### src/rtl/hist_eq_pkg.sv
// Shared definitions for the histogram-equalisation pipeline: default sizes used by the
// CDF memory, divider and LUT, plus the divider-sequencer state encoding.
package hist_eq_pkg;

  localparam int unsigned DEF_NBINS       = 256;
  localparam int unsigned DEF_ADDR_W      = 8;
  localparam int unsigned DEF_DATA_W      = 8;
  localparam int unsigned DEF_DIV_TIMEOUT = 64;

  typedef enum logic [2:0] {
    StIdle  = 3'd0,
    StRd    = 3'd1,
    StLatch = 3'd2,
    StIssue = 3'd3,
    StWait  = 3'd4,
    StWrite = 3'd5,
    StDone  = 3'd6
  } div_ctrl_state_e;

endpackage

### src/rtl/hist_eq_div_ctrl_if.sv
// Control, CDF-read, divider and LUT-write signals of the divider sequencer.
// master = sequencer side, slave = surrounding memories / divider / controller.
interface hist_eq_div_ctrl_if #(
  parameter int unsigned ADDR_W = hist_eq_pkg::DEF_ADDR_W,
  parameter int unsigned DATA_W = hist_eq_pkg::DEF_DATA_W
);

  logic              start;
  logic              busy;
  logic              done;
  logic              err;
  logic              cdf_rd_en;
  logic [ADDR_W-1:0] cdf_rd_addr;
  logic [DATA_W-1:0] cdf_rd_data;
  logic              div_start;
  logic [DATA_W-1:0] div_cdf;
  logic [DATA_W-1:0] div_g;
  logic              div_ready;
  logic              lut_wr_en;
  logic [ADDR_W-1:0] lut_wr_addr;
  logic [DATA_W-1:0] lut_wr_data;

  modport master (
    input  start, cdf_rd_data, div_g, div_ready,
    output busy, done, err, cdf_rd_en, cdf_rd_addr, div_start, div_cdf,
           lut_wr_en, lut_wr_addr, lut_wr_data
  );

  modport slave (
    output start, cdf_rd_data, div_g, div_ready,
    input  busy, done, err, cdf_rd_en, cdf_rd_addr, div_start, div_cdf,
           lut_wr_en, lut_wr_addr, lut_wr_data
  );

endinterface

### src/rtl/hist_eq_div_watchdog.sv
// WAIT-cycle counter for the divider sequencer; only built with HIST_EQ_DIV_CTRL_TIMEOUT_EN.
// expired is high on the LIMIT-th consecutive enabled cycle since the last clear.
`ifdef HIST_EQ_DIV_CTRL_TIMEOUT_EN
module hist_eq_div_watchdog #(
  parameter int unsigned LIMIT = hist_eq_pkg::DEF_DIV_TIMEOUT
) (
  input  logic clk,
  input  logic reset,
  input  logic clear,
  input  logic enable,
  output logic expired
);

  localparam int unsigned CntW = $clog2(LIMIT + 1);

  logic [CntW-1:0] cnt_q;

  always_ff @(posedge clk) begin
    if (reset || clear) begin
      cnt_q <= '0;
    end else if (enable && !expired) begin
      cnt_q <= cnt_q + 1'b1;
    end
  end

  assign expired = enable && (cnt_q == CntW'(LIMIT - 1));

endmodule
`endif

### src/rtl/hist_eq_div_ctrl.sv
// Divider sequencer: walks every CDF bin through the divider into the equalisation LUT.
// Define HIST_EQ_DIV_CTRL_TIMEOUT_EN to abort a run (err, done) when the divider stalls.
module hist_eq_div_ctrl
  import hist_eq_pkg::*;
#(
  parameter int unsigned NBINS       = DEF_NBINS,
  parameter int unsigned ADDR_W      = DEF_ADDR_W,
  parameter int unsigned DATA_W      = DEF_DATA_W,
  parameter int unsigned DIV_TIMEOUT = DEF_DIV_TIMEOUT
) (
  input logic                clk,
  input logic                reset,
  hist_eq_div_ctrl_if.master bus
);

  localparam logic [ADDR_W-1:0] LastIdx = ADDR_W'(NBINS - 1);

  div_ctrl_state_e   state_q;
  logic [ADDR_W-1:0] idx_q;
  logic              busy_q;
  logic              done_q;
  logic              err_q;
  logic              cdf_rd_en_q;
  logic [ADDR_W-1:0] cdf_rd_addr_q;
  logic              div_start_q;
  logic [DATA_W-1:0] div_cdf_q;
  logic              lut_wr_en_q;
  logic [ADDR_W-1:0] lut_wr_addr_q;
  logic [DATA_W-1:0] lut_wr_data_q;
  logic              wd_expired;

`ifdef HIST_EQ_DIV_CTRL_TIMEOUT_EN
  hist_eq_div_watchdog #(
    .LIMIT(DIV_TIMEOUT)
  ) u_watchdog (
    .clk    (clk),
    .reset  (reset),
    .clear  (state_q == StIssue),
    .enable (state_q == StWait),
    .expired(wd_expired)
  );
`else
  logic unused_div_timeout;
  assign unused_div_timeout = |DIV_TIMEOUT;
  assign wd_expired = 1'b0;
`endif

  // Outputs are registered: each strobe is loaded on the transition into its state so it
  // is high for exactly the one cycle spent there.
  always_ff @(posedge clk) begin
    if (reset) begin
      state_q       <= StIdle;
      idx_q         <= '0;
      busy_q        <= 1'b0;
      done_q        <= 1'b0;
      err_q         <= 1'b0;
      cdf_rd_en_q   <= 1'b0;
      cdf_rd_addr_q <= '0;
      div_start_q   <= 1'b0;
      div_cdf_q     <= '0;
      lut_wr_en_q   <= 1'b0;
      lut_wr_addr_q <= '0;
      lut_wr_data_q <= '0;
    end else begin
      cdf_rd_en_q <= 1'b0;
      div_start_q <= 1'b0;
      lut_wr_en_q <= 1'b0;
      done_q      <= 1'b0;
      unique case (state_q)
        StIdle: begin
          idx_q <= '0;
          if (bus.start) begin
            state_q       <= StRd;
            busy_q        <= 1'b1;
            err_q         <= 1'b0;
            cdf_rd_en_q   <= 1'b1;
            cdf_rd_addr_q <= '0;
          end
        end
        StRd: begin
          state_q <= StLatch;
        end
        StLatch: begin
          div_cdf_q   <= bus.cdf_rd_data;
          div_start_q <= 1'b1;
          state_q     <= StIssue;
        end
        StIssue: begin
          state_q <= StWait;
        end
        StWait: begin
          // A ready on the expiry cycle still counts as a result.
          if (bus.div_ready) begin
            lut_wr_data_q <= bus.div_g;
            lut_wr_en_q   <= 1'b1;
            lut_wr_addr_q <= idx_q;
            state_q       <= StWrite;
          end else if (wd_expired) begin
            err_q   <= 1'b1;
            done_q  <= 1'b1;
            state_q <= StDone;
          end
        end
        StWrite: begin
          // Terminal check precedes the increment, so idx never wraps.
          if (idx_q == LastIdx) begin
            done_q  <= 1'b1;
            state_q <= StDone;
          end else begin
            idx_q         <= idx_q + 1'b1;
            cdf_rd_en_q   <= 1'b1;
            cdf_rd_addr_q <= idx_q + 1'b1;
            state_q       <= StRd;
          end
        end
        StDone: begin
          busy_q  <= 1'b0;
          state_q <= StIdle;
        end
        default: begin
          state_q <= StIdle;
        end
      endcase
    end
  end

  assign bus.busy        = busy_q;
  assign bus.done        = done_q;
  assign bus.err         = err_q;
  assign bus.cdf_rd_en   = cdf_rd_en_q;
  assign bus.cdf_rd_addr = cdf_rd_addr_q;
  assign bus.div_start   = div_start_q;
  assign bus.div_cdf     = div_cdf_q;
  assign bus.lut_wr_en   = lut_wr_en_q;
  assign bus.lut_wr_addr = lut_wr_addr_q;
  assign bus.lut_wr_data = lut_wr_data_q;

endmodule

### src/flat_wrapper.sv
// flat-port wrapper written by rule: the top's interface ports become plain ports
module hist_eq_div_ctrl_flat import hist_eq_pkg::*;
#(
  parameter int unsigned NBINS       = DEF_NBINS,
  parameter int unsigned ADDR_W      = DEF_ADDR_W,
  parameter int unsigned DATA_W      = DEF_DATA_W,
  parameter int unsigned DIV_TIMEOUT = DEF_DIV_TIMEOUT
)
  (clk, reset, bus_start, bus_cdf_rd_data, bus_div_g, bus_div_ready, bus_busy, bus_done, bus_err, bus_cdf_rd_en, bus_cdf_rd_addr, bus_div_start, bus_div_cdf, bus_lut_wr_en, bus_lut_wr_addr, bus_lut_wr_data);
  hist_eq_div_ctrl_if #(.ADDR_W(ADDR_W), .DATA_W(DATA_W)) bus_i ();
  input logic clk;
  input logic reset;
  input wire logic [$bits(bus_i.start)-1:0] bus_start;
  input wire logic [$bits(bus_i.cdf_rd_data)-1:0] bus_cdf_rd_data;
  input wire logic [$bits(bus_i.div_g)-1:0] bus_div_g;
  input wire logic [$bits(bus_i.div_ready)-1:0] bus_div_ready;
  output wire logic [$bits(bus_i.busy)-1:0] bus_busy;
  output wire logic [$bits(bus_i.done)-1:0] bus_done;
  output wire logic [$bits(bus_i.err)-1:0] bus_err;
  output wire logic [$bits(bus_i.cdf_rd_en)-1:0] bus_cdf_rd_en;
  output wire logic [$bits(bus_i.cdf_rd_addr)-1:0] bus_cdf_rd_addr;
  output wire logic [$bits(bus_i.div_start)-1:0] bus_div_start;
  output wire logic [$bits(bus_i.div_cdf)-1:0] bus_div_cdf;
  output wire logic [$bits(bus_i.lut_wr_en)-1:0] bus_lut_wr_en;
  output wire logic [$bits(bus_i.lut_wr_addr)-1:0] bus_lut_wr_addr;
  output wire logic [$bits(bus_i.lut_wr_data)-1:0] bus_lut_wr_data;
  assign bus_i.start = bus_start;
  assign bus_i.cdf_rd_data = bus_cdf_rd_data;
  assign bus_i.div_g = bus_div_g;
  assign bus_i.div_ready = bus_div_ready;
  assign bus_busy = bus_i.busy;
  assign bus_done = bus_i.done;
  assign bus_err = bus_i.err;
  assign bus_cdf_rd_en = bus_i.cdf_rd_en;
  assign bus_cdf_rd_addr = bus_i.cdf_rd_addr;
  assign bus_div_start = bus_i.div_start;
  assign bus_div_cdf = bus_i.div_cdf;
  assign bus_lut_wr_en = bus_i.lut_wr_en;
  assign bus_lut_wr_addr = bus_i.lut_wr_addr;
  assign bus_lut_wr_data = bus_i.lut_wr_data;
  hist_eq_div_ctrl #(.NBINS(NBINS), .ADDR_W(ADDR_W), .DATA_W(DATA_W), .DIV_TIMEOUT(DIV_TIMEOUT)) u_core (.clk(clk), .reset(reset), .bus(bus_i));
endmodule
### config.mk
export PLATFORM = sky130hd
export DESIGN_NAME = hist_eq_div_ctrl_flat
export DESIGN_NICKNAME = d
export VERILOG_FILES = /design/src/rtl/hist_eq_pkg.sv /design/src/rtl/hist_eq_div_ctrl_if.sv /design/src/rtl/hist_eq_div_watchdog.sv /design/src/rtl/hist_eq_div_ctrl.sv /design/src/flat_wrapper.sv
export SDC_FILE = /design/constraint.sdc
export NUM_CORES = 1
export LEC_CHECK = 0
export BUFFER_PORTS_ARGS = -buffer_cell sky130_fd_sc_hd__buf_2
export CELL_PAD_IN_SITES_DETAIL_PLACEMENT = 1
export CELL_PAD_IN_SITES_GLOBAL_PLACEMENT = 1
export CORE_MARGIN = 2
export CORE_UTILIZATION = 39
export DETAILED_ROUTE_END_ITERATION = 8
export PLACE_DENSITY = 0.95
export SYNTH_ARGS = -nofsm -noshare
export SYNTH_HDL_FRONTEND = slang
export SYNTH_SLANG_ARGS = --single-unit
### constraint.sdc
create_clock -name clk -period 3.9 [get_ports clk]
set_clock_uncertainty 0.2 [all_clocks]
set_input_delay 0.195 -clock clk [delete_from_list [all_inputs] [get_ports clk]]
set_output_delay 0.195 -clock clk [all_outputs]
set_load 0.005 [all_outputs]
==> out/qor.yml <==
status: "finished clean"
ir_worst_vdd_uv: 189
cts_sinks: 48
area_growth_pct: 27.5
worst_pin_slew_ns: 0.908
syn_area_sq_mm: 0.00193
die_h_microns: 74.3
clk_path_buf_depth: 2
antenna_found_initial: 0
holdPathStages: 3
synthSimpleGateAreaFrac: 0.241
max_freq_ghz: 0.439
overflow: 0
layoutNonFillerInstCount: 366
globalRouteTotalUtil: 0.233
drtIter0Drc: 112
final_max_slew_viol_count: 0
insertion_delay_ns: 0.31
wl_per_cell_microns: 16.4
cts_resized: 0
hpwl_microns: 3630
ys_warn_count: 0
initial_core_util: 0.406
ys_seq_area_frac: 0.498
rows: 25
r2r_slack_ns: 1.62
hold_path_end: "u_core.state_q[0]$_SDFFE_PP0P_"
tns_ns: 0
place_inst: 342
synth_compound_area_frac: 0.185
reg2regPathDepth: 4
synth_top_cell_by_area: "dfxtp_1"
hold_violations: 0
critical_path.max_stage_delay_ns: 0.62
leakage_nw: 1.00
synthMuxAreaShare: 0
drcViolationCount: 0
cp_slowest_cell: "dfxtp_1"
grt_max_degree: 49
hp-class: "in -> reg"
synth-xor-area-share: 0.0182
synth-seq-cells: 48
port_buffers: 56
maxCapViolCount: 0
synth_top_area_share: 0.498
final-setup-viol-count: 0
power_density_mw_per_mm2: 418
period_minus_slack_ns: 2.28
io_pins: 58
wirelength_microns: 6010
synth.area.top_cells: "dfxtp_1 50%, nand2_1 11%, a21oi_1 10%, nand3_1 4.4%, o21ai_0 2.1%"
finalCritPeriodShare: 0.584
die_area_sq_mm: 0.00553
synth_cell_types: 40
cp_data_required_time_ns: 3.93
startpoint_type: "register"
grt_pass1_wl_microns: 9580
grt_setup_unrepaired: "no"
avgSynthCellArea_sq_um: 8.14
die_w_microns: 74.3
cts_htree_levels: 2
crit_chain: "nand3b_1 > or4_1 > a22o_1 > a21oi_1"
endpoint_kind: "register"
syn-num-nets: 258
core_area_sq_mm: 0.00475
critPathKind: "reg -> reg"
cp_max_fo: 14
cts.root.buffer_cell: "clkbuf_8"
relSlewSlack: 0.390
holdWs_ns: 0.0742
vias: 1940
numCtsBuffers: 5
synthAdderAreaFrac: 0.00649
synth_cells: 237
worstHoldStart: "bus_start"
synth_top_family_by_area: "simple AND/OR/NAND/NOR gates"
arrival_ns: 2.30
antennaDiodeCount: 0
drtPass1Iterations: 4
ant_nets: 0
first_global_vias: 1997
viasPerCell: 5.30
clk_pin_slew_worst_paths_ns: 0.09
rr_endpoint: "u_core.idx_q[7]$_SDFFE_PP0P_"
drive_gt1_frac: 0.221
place_congestion: 0.862
nets: 319
timing.rr.start: "u_core.state_q[0]$_SDFFE_PP0P_"
cts_tree: "done"
routing by layer:
layer  vias to the layer above  track usage  share of wire
met5                         -            0              0
met4                         0        0.103          0.028
met3                        13       0.0556          0.047
met2                        68        0.399           0.51
met1                       919        0.279           0.42
li1                        940            -              -
metrics by stage:
stage | instance area [sq um] | worst slack, ns | total power [mW] | util
floorplan | 1930 | 2.14 | 0.656 | -
global placement | 2210 | 1.80 | 0.696 | 0.464
detailed placement | 2210 | 1.69 | 0.704 | 0.464
CTS | 2460 | 1.64 | 1.03 | 0.517
global route | 2460 | 1.45 | 1.08 | 0.517
finish | 2460 | 1.62 | 1.03 | 0.517
final cells by class:
cell class | instances | area, sq um
clock inverters | 1 | 7.51
flip-flops and latches | 48 | 961
multi-input cells | 169 | 873
repair buffers | 72 | 440
fillers | 601 | 2290
clock buffers | 7 | 86.3
inverters | 2 | 7.51
well taps | 67 | 83.8
power breakdown:
part	switching (mW)	total, mW	leakage (nW)	internal, mW
Clock	0.174	0.319	0.0445	0.144
Sequential	0.0318	0.550	0.389	0.518
Combinational	0.0908	0.160	0.570	0.0693
critical path, delay by kind of cell, from the launching register on:
family	cells	cell delay, ns
AND/OR/NAND/NOR	2	1.02
AO/OA/AOI/OAI	2	0.36
flip-flops	1	0.62
cell families after synthesis:
family	Yosys count
XOR/XNOR	4
AND/OR/NAND/NOR	101
adder cells (fa/ha/maj)	1
buffers and inverters	20
AO/OA/AOI/OAI	62
flip-flops	48
other	1
state kept, by name (all words and copies together) (netlist names):
register,count
u_core.bus.lut_wr_en,1
u_core.state_q,3
u_core.bus.lut_wr_addr,8
u_core.bus.div_cdf,8
u_core.bus.done,1
u_core.bus.div_start,1
u_core.idx_q,8
u_core.bus.cdf_rd_addr,8
u_core.bus.lut_wr_data,8
u_core.bus.busy,1
u_core.bus.cdf_rd_en,1
repair_timing:
action / 4_1_cts / 5_1_grt
setup buffers: 0 / 0
setup endpoints to repair: 0 / 0
endpoints found under the hold margin: 16 / 0
hold buffers: 16 / 0
synthesized netlist by cell type (all sizes together):
library cell and count:
clkbuf 10, nor4 1, and3b 1, a22o 1, nor2 7, o21ai 9
xnor2 1, inv 2, ha 1, o22a 2, a221o 1, or4 1
o211ai 1, and2 1, nand4 3, conb 1, a31o 1, xor2 3
nand2b 1, or3 3, dfxtp 48, buf 8, nand2 54, nand3b 2
o21a 1, a41oi 1, a31oi 2, nor3 6, a21oi 40, o32a 2
a211oi 1, and4 1, and3 2, nand3 17, nor2b 1
cells in the final DEF (no fill, tap or decap), types with 2 or more instances in the layout:
| cell type | n |
|---|---|
| buf_2 | 56 |
| nand2_1 | 54 |
| dfxtp_1 | 48 |
| a21oi_1 | 40 |
| nand3_1 | 17 |
| dlygate4sd3_1 | 16 |
| o21ai_0 | 8 |
| nor2_1 | 7 |
| clkbuf_8 | 6 |
| nor3_1 | 5 |
| or3_1 | 3 |
| nand4_1 | 3 |
| xor2_1 | 3 |
| inv_1 | 2 |
| nand3b_1 | 2 |
| a31oi_1 | 2 |
| and3_1 | 2 |
| o32a_1 | 2 |
| o22a_1 | 2 |
worst max path at each step:
| stage | depth (start not counted) | endpoint | from |
|---|---|---|---|
| after global routing | 4 | u_core.idx_q[7]$_SDFFE_PP0P_ | u_core.state_q[0]$_SDFFE_PP0P_ |
| after floorplan | 5 | u_core.bus.cdf_rd_addr[3]$_SDFFE_PP0P_ | u_core.idx_q[0]$_SDFFE_PP0P_ |
| after detailed placement | 4 | u_core.idx_q[7]$_SDFFE_PP0P_ | u_core.state_q[0]$_SDFFE_PP0P_ |
| final | 4 | u_core.idx_q[7]$_SDFFE_PP0P_ | u_core.state_q[0]$_SDFFE_PP0P_ |
| after CTS | 4 | u_core.idx_q[7]$_SDFFE_PP0P_ | u_core.state_q[0]$_SDFFE_PP0P_ |
| after global placement | 4 | u_core.bus.cdf_rd_addr[7]$_SDFFE_PP0P_ | u_core.state_q[0]$_SDFFE_PP0P_ |
No activity file was read; power rests on OpenSTA's default activity.
